===== config.mk =====
export PLATFORM = sky130hd
export DESIGN_NAME = booth_sequencer
export DESIGN_NICKNAME = d
export VERILOG_FILES = /design/src/rtl/booth_sequencer.sv
export SDC_FILE = /design/constraint.sdc
export NUM_CORES = 1
export LEC_CHECK = 0
export CORE_MARGIN = 2
export CORE_UTILIZATION = 30
export CTS_BUF_LIST = sky130_fd_sc_hd__clkbuf_4 sky130_fd_sc_hd__clkbuf_8
export CTS_CLUSTER_SIZE = 16
export DETAILED_ROUTE_END_ITERATION = 10
export PLACE_DENSITY = 0.54
export SLEW_MARGIN = 25
export SYNTH_ARGS = -nofsm -noshare
export SYNTH_HDL_FRONTEND = slang
export SYNTH_SLANG_ARGS = --single-unit

===== constraint.sdc =====
create_clock -name clk -period 1.8 [get_ports clk]
set_input_delay 0.45 -clock clk [delete_from_list [all_inputs] [get_ports clk]]
set_output_delay 0.45 -clock clk [all_outputs]
set_load 0.02 [all_outputs]

===== src/rtl/booth_sequencer.sv =====
// Booth multiplier sequencer: takes a signed operand pair, feeds the
// multiplicand and then the multiplier to an external Booth multiplier,
// collects the two result bytes it dumps, and holds the product until consumed.
module booth_sequencer #(
    parameter int BUS_WIDTH = 8,
    parameter int TIMEOUT   = 63
) (
    input  logic                   clk,
    input  logic                   rst,
    input  logic                   op_valid,
    output logic                   op_ready,
    input  logic [BUS_WIDTH-1:0]   op_a,
    input  logic [BUS_WIDTH-1:0]   op_b,
    output logic                   res_valid,
    input  logic                   res_ready,
    output logic [2*BUS_WIDTH-1:0] res_product,
    output logic                   res_timeout,
    output logic [BUS_WIDTH-1:0]   mult_inbus,
    output logic                   mult_beginsig,
    output logic                   mult_locksig,
    input  logic [BUS_WIDTH-1:0]   mult_outbus,
    input  logic                   mult_endsig,
    output logic                   busy
);

    localparam int CW = (TIMEOUT < 1) ? 1 : $clog2(TIMEOUT + 1);

    typedef enum logic [2:0] {
        S_IDLE,
        S_LOAD_M,
        S_LOAD_Q,
        S_WAIT,
        S_HOLD
    } state_t;

    state_t                 state_q, state_d;
    logic [BUS_WIDTH-1:0]   a_q, a_d;
    logic [BUS_WIDTH-1:0]   b_q, b_d;
    logic [BUS_WIDTH-1:0]   h0_q, h0_d;
    logic [BUS_WIDTH-1:0]   h1_q, h1_d;
    logic [CW-1:0]          cnt_q, cnt_d;
    logic [2*BUS_WIDTH-1:0] prod_q, prod_d;
    logic                   tout_q, tout_d;

    // State and datapath registers with synchronous reset
    always_ff @(posedge clk) begin
        if (rst) begin
            state_q <= S_IDLE;
            a_q     <= '0;
            b_q     <= '0;
            h0_q    <= '0;
            h1_q    <= '0;
            cnt_q   <= '0;
            prod_q  <= '0;
            tout_q  <= 1'b0;
        end else begin
            state_q <= state_d;
            a_q     <= a_d;
            b_q     <= b_d;
            h0_q    <= h0_d;
            h1_q    <= h1_d;
            cnt_q   <= cnt_d;
            prod_q  <= prod_d;
            tout_q  <= tout_d;
        end
    end

    // Next-state logic and registered datapath updates
    always_comb begin
        state_d = state_q;
        a_d     = a_q;
        b_d     = b_q;
        h0_d    = h0_q;
        h1_d    = h1_q;
        cnt_d   = cnt_q;
        prod_d  = prod_q;
        tout_d  = tout_q;
        case (state_q)
            S_IDLE: begin
                if (op_valid && op_ready) begin
                    a_d     = op_a;
                    b_d     = op_b;
                    state_d = S_LOAD_M;
                end
            end
            S_LOAD_M: state_d = S_LOAD_Q;
            S_LOAD_Q: begin
                cnt_d   = '0;
                h0_d    = '0;
                h1_d    = '0;
                state_d = S_WAIT;
            end
            S_WAIT: begin
                h1_d  = h0_q;
                h0_d  = mult_outbus;
                cnt_d = cnt_q + CW'(1);
                // A genuine completion beats a coincident timeout
                if (mult_endsig) begin
                    prod_d  = {h1_q, h0_q};
                    tout_d  = 1'b0;
                    state_d = S_HOLD;
                end else if (cnt_q == CW'(TIMEOUT)) begin
                    prod_d  = '0;
                    tout_d  = 1'b1;
                    state_d = S_HOLD;
                end
            end
            S_HOLD: begin
                if (res_ready) state_d = S_IDLE;
            end
            default: state_d = S_IDLE;
        endcase
    end

    // Moore outputs decoded from the current state
    always_comb begin
        op_ready      = (state_q == S_IDLE) && !rst;
        busy          = (state_q != S_IDLE);
        res_valid     = (state_q == S_HOLD);
        res_product   = prod_q;
        res_timeout   = tout_q;
        mult_beginsig = (state_q == S_LOAD_M);
        mult_locksig  = (state_q == S_LOAD_M) || (state_q == S_LOAD_Q) ||
                        (state_q == S_WAIT);
        mult_inbus    = '0;
        if (state_q == S_LOAD_M) mult_inbus = a_q;
        if (state_q == S_LOAD_Q) mult_inbus = b_q;
    end

endmodule


==> out/metrics.csv, run 1 <==
metric;value;unit
outcome;complete, no violations;
synthCells;277;
startpoint_type;register;
via_per_inst;4.969;
min_path_cells;1;
drive_above_1_share;24.43;%
p_seq_share;41.9;%
rrSetupSlack;190;ps
grt_first_pass_wirelength;11.29;mm
antenna_found_initial;0;
drt_first_pass_iters;4;
coreArea;0.008299;mm2
fmax;0.5567;GHz
async_reset_ff_share;0;%
r2r-start;cnt_q[0];
seq_area_frac_synth;44.90;%
tns;0;ps
p_per_area;891.1;mW/mm2
skew;6.963;ps
whs_endpoint;res_timeout;
p_clk_share;45.3;%
fin_nets;373;
vias;2251;
dp_slack;-151.1;ps
ir_drop;0.4152;mV
pin_count;59;
io_buffers;58;
hold_viol;0;
synth_edf_count;0;
worstPathMaxFanout;5;
p_switching;0.7807;mW
grt_pass1_vias;2243;
post_cts.repair.setup_buffers;0;
clkTransAtPathRegs;70;ps
synth_area_leaders;dfxtp_1 45%, a22oi_1 12%, nor2b_1 9.0%;
period_needed;1796;ps
overflow;0;
die_width;96.85;um
track_usage;14.93;%
cts_tree;done;
yosysWarnings;0;
p_leak;1.577;nW
cts-hold-fix-buffers;0;
routabilityCongestion;0.7230;
yosysMostFrequentCell;dfxtp_1;
synthToLayoutAreaGrowth;40.93;%
hold_path_class;register to register;
crit_type;register to output port;
dieArea;0.009380;mm2
arrival;1350;ps
wl_per_cell;15.07;um
synth_top_cell_area_share;44.90;%
yosysTopAreaCell;dfxtp_1;
die-height;96.85;um
rows;33;
fin_area;0.003645;mm2
root_buffer;clkbuf_8;
setup_viol;0;
ys_types;36;
slew_viol_final;0;
worstSkewPairLatency;340;ps
ys.flop_type;dfxtp_1;
grt_max_degree;59;
end_kind;output port;
worstPathRequired;1350;ps
diodes;0;
synth_seq_cells;58;
drtIter0Drc;86;
cts.sinks;58;
place_hpwl;4.506;mm
clockBufferDepth;2;
r2r_cells;5;
tightest_slew;607.6;ps
drc;0;
switching_share;24.04;%
numCtsBuffers;9;
worstHoldStart;res_timeout;
ant_nets;0;
syn-num-nets;307;
relSlewSlack;59.50;%
holdWs;464.5;ps
htreeDepth;3;
yosys-top-cells-count;58 x dfxtp_1, 41 x a22oi_1, 37 x nor2b_1, 30 x nor2_1, 19 x o21ai_0;
wl;6.825;mm
r2r-end;res_product[3];
combinationalPowerShare;12.8;%
dpl-instance-area;0.003342;mm2
finalWorstSetupSlack;3.543;ps
rsz0062_at_grt;true;
utilization;43.92;%
p_int;2.467;mW
initial_core_util;31.16;%
max_cap_viol_count;0;
synthesis.area;0.002586;mm2
finalCritPeriodShare;99.80;%
syn_area_per_cell;9.337;um2
==> power by group through the flow <==
stage	Sequential [mW]	Combinational, mW	Clock [mW]
after global routing	1.37	0.449	1.57
after floorplan	1.38	0.224	0
after CTS	1.36	0.407	1.51
after detailed placement	1.38	0.404	0
final	1.36	0.417	1.47
after global placement	1.38	0.400	0
==> per-stage QoR <==
| step | power (mW) | instances |
|---|---|---|
| after floorplan | 1.599 | 277 |
| after global placement | 1.785 | 436 |
| after detailed placement | 1.787 | 436 |
| after CTS | 3.279 | 453 |
| after global routing | 3.389 | 453 |
| final | 3.248 | 453 |
==> cells by family after synthesis <==
family,share of synthesized area (%)
AOI/OAI and AO/OA,22.01
and+or+nand+nor,18.96
DFF,44.90
buffers and inverters,4.838
muxes,8.805
adders and majority gates,0.4837
==> worst max path at each step <==
stage,from,endpoint,slack [ps],cells past startpoint
floorplan,state_q[1],mult_inbus[0],90,5
global placement,state_q[0],mult_inbus[1],-70,5
detailed placement,state_q[0],mult_inbus[4],-150,5
CTS,state_q[1],mult_inbus[4],-30,5
global route,state_q[0],mult_inbus[6],-90,5
finish,state_q[0],mult_inbus[3],4,5
==> state kept, by name, summed over array words and instances, names as in the netlist <==
register     cells
a_q              8
b_q              8
cnt_q            6
h0_q             8
h1_q             8
res_product     16
res_timeout      1
state_q          3
==> worst max-delay path: stages, from the launching register on <==
cell	delay, ps
dfxtp_2	360
nor2b_4	180
buf_6	140
a22oi_1	80
nor2_1	90
buf_4	150
==> layout by cell type (no fill, tap or decap), drive strengths merged, types with 4 or more instances in the layout <==
cell / n
a21oi: 18
nor2b: 37
mux2: 16
nor2: 30
buf: 35
dfxtp: 58
o21ai: 19
clkbuf: 10
clkdlybuf4s50: 32
nand2: 4
dlymetal6s2s: 11
a22oi: 41
==> per-layer routing <==
layer	part of all wire (%)	wire (um)	global-route usage, %
met1	47	3223	19.57
met2	47	3195	23.34
met3	4.5	307	4.697
met4	1.4	98	4.875
met5	0	0	0
==> timing repair <==
action	CTS	global route
setup endpoints to repair	14	22
pin swaps	0	2
cloned	1	0
resized for setup	71	24
==> cell type report <==
class / count / area, um2
timing repair buffer: 80 / 760.7
clock inverter: 7 / 117.6
clock buffer: 9 / 123.9
sequential: 58 / 1167
multi-input combinational: 193 / 1340
inverter: 1 / 3.754
tap: 105 / 131.4
fill: 810 / 4654
Power figures use the tool's default switching activity.
==> inputs of run 2 (changes only) <==
- ABC_AREA: not set -> 1
- CORE_MARGIN: 2 -> 3
- PLACE_DENSITY: 0.54 -> 0.55
==> run 2 against run 1 <==
  * The flow now finishes with violations (negative setup slack)
  * Synthesized cell count rose by 7.9%
  * Sequential cell count unchanged
  * Maximum frequency shrank 0.73%
  * Register-to-register slack better by 50 ps
  * Die area is 5.6% lower
  * Via count decreased by 0.58%
  * Setup slack worse by 13 ps
  * Clock skew increased by 2.7 ps
  * Clock-buffer cell count unchanged
  * Largest cell class is now registers
==> out/metrics.csv, run 2 <==
metric;value;unit;change
register_area;0.001170;mm2;+0.21%
holdWs;463.9;ps;-0.5860 ps
synth_seq_cells;58;;unchanged
synth_edf_count;0;;unchanged
clkTransAtPathRegs;70;ps;about the same
numCtsBuffers;9;;unchanged
max_cap_viol_count;0;;unchanged
seq_area_frac_synth;49.89;%;+5.0 points
dieArea;0.008850;mm2;-5.6%
synth_top_cell_area_share;49.89;%;+5.0 points
cts.sinks;58;;unchanged
outcome;finished with violations;;
wl;6.277;mm;-8.0%
coreArea;0.007370;mm2;-11%
multi_input_area;0.001059;mm2;-21%
finalWorstSetupSlack;-9.676;ps;-13.22 ps
slowest_delay;400;ps;+40 ps
synthCells;299;;+7.9%
hold_path_class;register to register;;
fin_nets;402;;+7.8%
startpoint_type;register;;
drtIter0Drc;113;;+31%
skew;9.665;ps;+2.702 ps
routabilityCongestion;0.7565;;+4.6%
end_kind;output port;;
yosysWarnings;0;;unchanged
p_leak;1.435;nW;-9.0%
relSlewSlack;56.60;%;-2.9 points
vias;2238;;-0.58%
ir_drop;0.3508;mV;-16%
place_hpwl;4.169;mm;-7.5%
htreeDepth;3;;unchanged
cts_tree;done;;
yosysTopAreaCell;dfxtp_1;;
diodes;0;;unchanged
grt_pass1_vias;2029;;-9.5%
worstSkewPairLatency;340;ps;about the same
fmax;0.5526;GHz;-0.73%
layout_common_cells;74 x nand2_1, 63 x nand3_1, 55 x dfxtp_1;;
drt_first_pass_iters;4;;unchanged
violations;negative setup slack;;
drc;0;;unchanged
worstPathMaxFanout;5;;unchanged
via_per_inst;4.702;;-5.4%
wl_per_cell;13.19;um;-12%
period_needed;1810;ps;+13.22 ps
finalCritPeriodShare;100.5;%;+0.73 points
setup_viol;6;;+6
yosys-top-cells-count;75 x nand2_1, 65 x nand3_1, 58 x dfxtp_1, 37 x a21oi_1, 12 x inv_1;;
grt_max_degree;39;;-34%
synth_area_leaders;dfxtp_1 50%, nand3_1 14%, nand2_1 12%;;
io_buffers;58;;unchanged
nFillCells;739;;-8.8%
die-height;94.08;um;-2.9%
cts-hold-fix-buffers;0;;unchanged
finalPower;3.181;mW;-2.1%
root_buffer;clkbuf_8;;
ys.flop_type;dfxtp_1;;
antenna_found_initial;0;;unchanged
path_cells;nor2_4 > nand2_2 > inv_2 > buf_6 > a22o_1 > buf_6;;
rsz0062_at_grt;true;;
tightest_slew;650.3;ps;+42.70 ps
p_per_area;939.7;mW/mm2;+5.5%
synthToLayoutAreaGrowth;45.43;%;
synthesis.area;0.002327;mm2;-10%
pin_count;59;;unchanged
slew_viol_final;0;;unchanged
die_width;94.08;um;-2.9%
syn_area_per_cell;7.783;um2;-17%
drive_above_1_share;19.10;%;-5.3 points
clockBufferDepth;2;;unchanged
ys_types;25;;-31%
worstPathRequired;1350;ps;about the same
crit_type;register to output port;;
syn-num-nets;329;;+7.2%
overflow;0;;unchanged
largest_register_ffs;16;;unchanged
layout_commonest_cell;nand2_1;;
ant_nets;0;;unchanged
tns;-39.51;ps;-39.51 ps
arrival;1360;ps;about the same
cp_slowest_cell;dfxtp_4;;
track_usage;14.80;%;-0.13 points
hold_viol;0;;unchanged
rows;31;;-6.1%
grt_first_pass_wirelength;10.03;mm;-11%
cp_common_cell;buf_6;;
async_reset_ff_share;0;%;unchanged
yosysMostFrequentCell;nand2_1;;
initial_core_util;31.58;%;+0.42 points
## run 2: logic make-up (layout without fill, tap and decap cells)
logic type | Yosys count | in the layout | share of synthesized area, %
buffers and inverters | 32 | 110 | 5.914
AO/OA/AOI/OAI | 52 | 52 | 13.06
AND/OR/NAND/NOR | 156 | 156 | 30.59
adder cells (fa/ha/maj) | 1 | 1 | 0.5375
flip-flops | 58 | 58 | 49.89
## run 2: worst paths after layout
path	end	cells past startpoint	slack, ps	start
worst max-delay path	mult_inbus[0]	6	-10	state_q[0]
worst min-delay path	a_q[0]	2	460	a_q[0]
worst max register to register	res_product[4]	7	240	state_q[0]
worst min register to register	a_q[0]	2	460	a_q[0]
## run 2: repair_timing
| item | 4_1_cts | 5_1_grt |
|---|---|---|
| resized for setup | 72 | 22 |
| setup endpoints to repair | 13 | 17 |
| buffers inserted | 3 | 0 |
| pin swaps | 1 | 2 |
## run 2: routing by layer
layer / vias to the layer above / GRT usage [%] / wire length [um]
li1: 1156 / - / -
met1: 1014 / 20.25 / 3127
met2: 59 / 21.58 / 2722
met3: 9 / 3.926 / 304
met4: 0 / 6.859 / 122
met5: - / 0 / 0
## run 2: through the flow
| stage | utilization [%] | cell area, um2 | worst slack (ps) | instances |
|---|---|---|---|---|
| 6_report | 45.93 | 3385 | -9.676 | 476 |
| 5_1_grt | 45.93 | 3385 | -86.83 | 476 |
| 4_1_cts | 45.13 | 3326 | -44.36 | 476 |
| 3_5_place_dp | 41.92 | 3089 | -290.4 | 457 |
| 3_3_place_gp | 41.92 | 3089 | -285.0 | 457 |
| 2_1_floorplan | - | 2327 | 294.9 | 299 |
## run 2: critical path: cells and delay by family (launching register included)
kind | cells | cell delay (ps)
compound gates | 1 | 220
flops | 1 | 400
buf+inv | 3 | 300
simple gates | 2 | 100
## run 2: report_power, final
part | internal [mW] | switching [mW] | leakage, nW
Clock | 0.647 | 0.565 | 0.0921
Combinational | 0.264 | 0.318 | 0.871
Sequential | 1.34 | 0.0433 | 0.472
Total | 2.25 | 0.926 | 1.44
## run 2: cell type report
class	instances	share of cell area, %
clock inverters	7	2.329
flip-flops and latches	58	34.57
inverters	14	1.701
clock buffers	9	3.660
multi-input cells	209	31.28
well taps	99	3.660
repair buffers	80	22.81
==> inputs of run 3 (changes only) <==
- clock period: 1.8 -> 2.09 ns (I/O delays scaled with it)
==> run 3 against run 2 <==
  * Largest cell class unchanged
  * Global-route usage barely moved
  * Worst hold slack worse by 1.6 ps
  * Clock-buffer cell count is 1 higher
  * The run now ends clean
==> out/metrics.csv, run 3 (synthesis gave the netlist of run 2 again) <==
metric;value;unit;change
clkTransAtPathRegs;70;ps;about the same
holdWs;462.3;ps;-1.610 ps
max_cap_viol_count;0;;unchanged
startpoint_type;register;;
startpoint;state_q[1];;
cp_slowest_cell;dfxtp_2;;
hold_viol;0;;unchanged
wl;6.228;mm;-0.78%
grt_first_pass_wirelength;10.36;mm;+3.3%
highest_layer;met4;;
initial_core_util;31.58;%;unchanged
layout_common_cells;75 x nand2_1, 64 x nand3_1, 55 x dfxtp_1;;
crit_buf_inv;4;;+1
worstPathMaxFanout;5;;unchanged
utilization;44.26;%;-1.7 points
wl_met1;3.088;mm;-1.2%
critPathTopFamily;buffers and inverters;;
synthToLayoutAreaGrowth;40.16;%;
antenna_found_initial;0;;unchanged
period_needed;2012;ps;
routabilityCongestion;0.8062;;+6.6%
skew;13.44;ps;+3.779 ps
p_per_area;844.7;mW/mm2;-10%
outcome;complete, no violations;;
hold_path_class;register to register;;
numCtsBuffers;9;;unchanged
wl_per_cell;13.25;um;+0.49%
die_width;94.08;um;unchanged
slowest_delay;370;ps;-30 ps
via_per_inst;4.751;;+1.1%
cts-hold-fix-buffers;0;;unchanged
finalCritPeriodShare;96.27;%;
p_leak;1.269;nW;-12%
clockBufferDepth;2;;unchanged
diodes;0;;unchanged
finalPower;2.755;mW;-13%
cts.sinks;58;;unchanged
arrival;1490;ps;+130 ps
rsz0062_at_grt;false;;
pin_count;59;;unchanged
fmax;0.4970;GHz;
cts_tree;done;;
overflow;0;;unchanged
ant_nets;0;;unchanged
drive_above_1_share;15.09;%;-4.0 points
r2r-start;state_q[0];;
drtIter0Drc;100;;-12%
largest_register_ffs;16;;unchanged
htreeDepth;3;;unchanged
worstSkewPairLatency;330;ps;about the same
root_buffer;clkbuf_8;;
worstHoldStart;h1_q[7];;
coreArea;0.007370;mm2;unchanged
met2_length;2.758;mm;+1.3%
wl_met3;270;um;-11%
fin_nets;397;;-1.2%
track_usage;14.79;%;about the same
dieArea;0.008850;mm2;unchanged
path_cells;inv_1 > nand3_4 > clkinvlp_4 > buf_4 > clkdlybuf4s15_1;;
vias;2233;;-0.22%
grt_pass1_vias;2121;;+4.5%
setup_viol;0;;-6
layout_commonest_cell;nand2_1;;
tightest_slew;641.3;ps;-8.979 ps
die-height;94.08;um;unchanged
end_kind;output port;;
slew_viol_final;0;;unchanged
io_buffers;58;;unchanged
rows;31;;unchanged
place_hpwl;4.089;mm;-1.9%
worstPathRequired;1570;ps;+220 ps
drt_first_pass_iters;4;;unchanged
grt_max_degree;39;;unchanged
crit_type;register to output port;;
relSlewSlack;57.20;%;+0.60 points
drc;0;;unchanged
ir_drop;0.3231;mV;-7.9%
==> run 3: path summary, 6_finish.rpt <==
kind                                       end  slack [ps]  cells past startpoint
worst max-delay path             mult_beginsig          80                      5
worst max register to register  res_product[6]         420                      7
worst min-delay path                   h1_q[7]         460                      2
worst min register to register         h1_q[7]         460                      2
==> run 3: cell type report <==
class,instances,area [um2]
fill,761,4108
sequential,58,1165
multi-input combinational,209,1046
timing repair buffer,74,655.6
clock buffer,10,131.4
tap,99,123.9
clock inverter,5,80.08
inverter,14,52.55
timing repair inverter,1,7.507
==> run 3: per-stage QoR <==
| stage | setup WS (ps) | cell area [um2] | TNS (ps) | cells |
|---|---|---|---|---|
| after CTS | 8.990 | 3296 | 0 | 470 |
| after global placement | -139.3 | 3059 | -139.3 | 453 |
| after detailed placement | -149.3 | 3059 | -149.3 | 453 |
| final | 78.03 | 3262 | 0 | 470 |
| after global routing | 1.126 | 3262 | 0 | 470 |
| after floorplan | 512.4 | 2327 | 0 | 299 |
==> run 3: tightest hold or removal path: cells and delay by family (launching register included) <==
kind | cells | cell delay, ps
flops | 1 | 310
compound gates | 1 | 50
simple gates | 1 | 60
==> run 3: per-layer routing <==
layer | track usage, % | vias up
li1 | - | 1143
met1 | 20.00 | 1025
met2 | 22.12 | 55
met3 | 4.006 | 10
met4 | 6.137 | 0
met5 | 0 | -
==> run 3: timing repair <==
| item | CTS | global route |
|---|---|---|
| gates resized for setup | 27 | 10 |
| setup buffers | 1 | 0 |
| gates cloned | 1 | 0 |
| endpoints found under the setup margin | 13 | 10 |
| hold endpoints to repair | 0 | 0 |
==> run 3: power by group <==
group          leakage (nW)  internal (mW)  total (mW)  switching (mW)
registers             0.472           1.16        1.19          0.0354
clock network         0.102          0.676        1.12           0.447
logic                 0.696          0.179       0.439           0.260
total                  1.27           2.01        2.76           0.742
==> RTL change (flow settings as in run 1) <==
Register the output `res_timeout`, with the module's reset; this adds one clock of latency there. The other outputs are not delayed to match.
--- a/src/rtl/booth_sequencer.sv
+++ b/src/rtl/booth_sequencer.sv
@@ -32,6 +32,8 @@
         S_WAIT,
         S_HOLD
     } state_t;
+
+    logic res_timeout_d;
 
     state_t                 state_q, state_d;
     logic [BUS_WIDTH-1:0]   a_q, a_d;
@@ -118,7 +120,7 @@
         busy          = (state_q != S_IDLE);
         res_valid     = (state_q == S_HOLD);
         res_product   = prod_q;
-        res_timeout   = tout_q;
+        res_timeout_d = tout_q;
         mult_beginsig = (state_q == S_LOAD_M);
         mult_locksig  = (state_q == S_LOAD_M) || (state_q == S_LOAD_Q) ||
                         (state_q == S_WAIT);
@@ -127,5 +129,13 @@
         if (state_q == S_LOAD_Q) mult_inbus = b_q;
     end
 
+    always_ff @(posedge clk) begin
+        if (rst) begin
+            res_timeout <= '0;
+        end else begin
+            res_timeout <= res_timeout_d;
+        end
+    end
+
 endmodule
 
Behaviour: no difference found for any inputs over 10 cycles, from zero or initial values and one cycle with rst high; that may be too few to reach the edited logic, so the function may still have changed.
==> RTL change against run 1 <==
  * Area after synthesis rose by 0.97%
  * Sequential cell count rose by 1
  * Worst setup slack improved by 5.4 ps
  * Sequential share of layout area rose by 0.63 points
  * Combinational power barely moved
  * Count of clock-buffer cells in the layout rose by 1
  * Wire length fell by 2.5%
  * First-iteration DRC count fell by 13%
  * Total power fell by 7.0%
  * Design area barely moved
  * Largest cell class unchanged
==> RTL change: results (changes against run 1) <==
| Metric | Value |
|---|---|
| Netlist cell types | 36 (unchanged) |
| GRT met1 Usage | 0.1776 (was 0.1957) |
| CP Max Fanout | 4 (was 5) |
| All-Layer GR Usage | 0.1414 (was 0.1493) |
| Pre-CTS setup slack | -108.9 ps (was -151.1 ps) |
| Worst path max stage delay | 360 ps (about the same) |
| M1 WL | 3077 microns (was 3223 microns) |
| # diodes | 0 (unchanged) |
| # port buffers | 58 (unchanged) |
| Slowest CP cell | dfxtp_4 (was dfxtp_2) |
| Filler cells | 859 (was 810) |
| Hpwl dp | 4308 microns (was 4506 microns) |
| Min-Delay Path Class | register to register (unchanged) |
| Worst vdd ir | 446.8 uV (was 415.2 uV) |
| First-pass GRT wire length | 10930 microns (was 11290 microns) |
| DR pass1 iterations | 4 (unchanged) |
| Largest net degree at the start of global routing | 60 (was 59) |
| Iter 0 DRT Violations | 75 (was 86) |
| M3 GR Usage | 0.05612 (was 0.04697) |
| Max FFs per register | 16 (unchanged) |
| Clock Path Buffers | 2 (unchanged) |
| Routability congestion estimate | 0.7310 (was 0.7230) |
| Max Used Layer | met4 (unchanged) |
| Met3 WL | 395 microns (was 307 microns) |
| Leak Pwr | 1.572 nW (was 1.577 nW) |
| Area contributors post-synth | dfxtp_1, a22oi_1, nor2b_1, mux2_4, nor2_1 (unchanged) |
| Worst-path clk slew | 70 ps (about the same) |
| Metal2 WL | 3158 microns (was 3195 microns) |
| Commonest cells post-synth | dfxtp_1, a22oi_1, nor2b_1 (unchanged) |
| Vias per cell | 4.923 (was 4.969) |
| Number of H-tree levels | 3 (unchanged) |
| Final wirelength | 6654 microns (was 6825 microns) |
| Root buf cell | clkbuf_8 (unchanged) |
| Synth async-reset ratio | 0 (unchanged) |
| Clock Latency Late Sink | 330 ps |
| Synthesized Nets | 309 (was 307) |
| Worst rel slew slack | 0.5864 (was 0.5950) |
| Arrival time at the worst endpoint | 1340 ps |
| Status | completed (unchanged) |
| DRC | 0 (unchanged) |
| Share of post-route cells with drive strength above 1 | 0.2493 (was 0.2443) |
| Final net count | 374 (was 373) |
| Post-synthesis sequential area ratio | 0.4523 (was 0.4490) |
| Vias in the first global route | 2249 (was 2243) |
| Met2 Resource Use GR | 0.2345 (was 0.2334) |
| Clk_skew | 11.30 ps (was 6.963 ps) |
| Hold path cells | 1 (unchanged) |
| CTS Buf Count | 9 (unchanged) |
| Reg2reg path depth | 4 (was 5) |
RTL change: changes by cell type after synthesis:
cell | before | now
nor2b_1 | 37 | 38
dfxtp_1 | 58 | 59
buf_2 | 7 | 6
clkbuf_1 | 14 | 15
RTL change: layout make-up:
class / count / share of cell area
flip-flops and latches: 59 / 0.3266
repair buffers: 79 / 0.2054
clock buffers: 10 / 0.03777
clock inverters: 6 / 0.01786
multi-input cells: 194 / 0.3743
inverters: 1 / 0.001030
well taps: 108 / 0.03709
RTL change: what timing repair did:
item,4_1_cts,5_1_grt
buffers inserted,1,0
pin swaps,4,10
cloned,1,0
setup endpoints to repair,15,24
resized for setup,81,18
RTL change: per-stage QoR:
stage,std cells,instance area [sq um]
3_3_place_gp,439,3357
6_report,457,3643
2_1_floorplan,279,2611
4_1_cts,457,3603
3_5_place_dp,439,3357
5_1_grt,457,3643
RTL change: path summary, 6_finish.rpt:
kind | start | to | slack [ps]
setup / recovery | state_q[0] | mult_inbus[6] | 9
hold reg to reg | res_timeout_d | res_timeout_d | 460
hold / removal | res_timeout_d | res_timeout_d | 460
setup reg to reg | state_q[1] | a_q[0] | 310
RTL change: cell families after synthesis:
family | count (synthesis) | share of synthesized area
flops | 59 | 0.4523
fa+ha+maj | 1 | 0.004791
buf+inv | 26 | 0.04743
simple gates | 88 | 0.1902
compound gates | 88 | 0.2180
mux | 17 | 0.08720
RTL change: where the power goes:
part,total [W],switching [W],leakage [nW],internal (W)
registers,0.00138,0.0000342,0.480,0.00135
logic,0.000416,0.000195,0.989,0.000221
clock network,0.00122,0.000544,0.102,0.000676
RTL change: worst max-delay path: cells and delay by family (launching register included):
family | cells | cell delay, ps
buffers and inverters | 2 | 300
flip-flops | 1 | 360
AND/OR/NAND/NOR | 2 | 190
AO/OA/AOI/OAI | 1 | 150
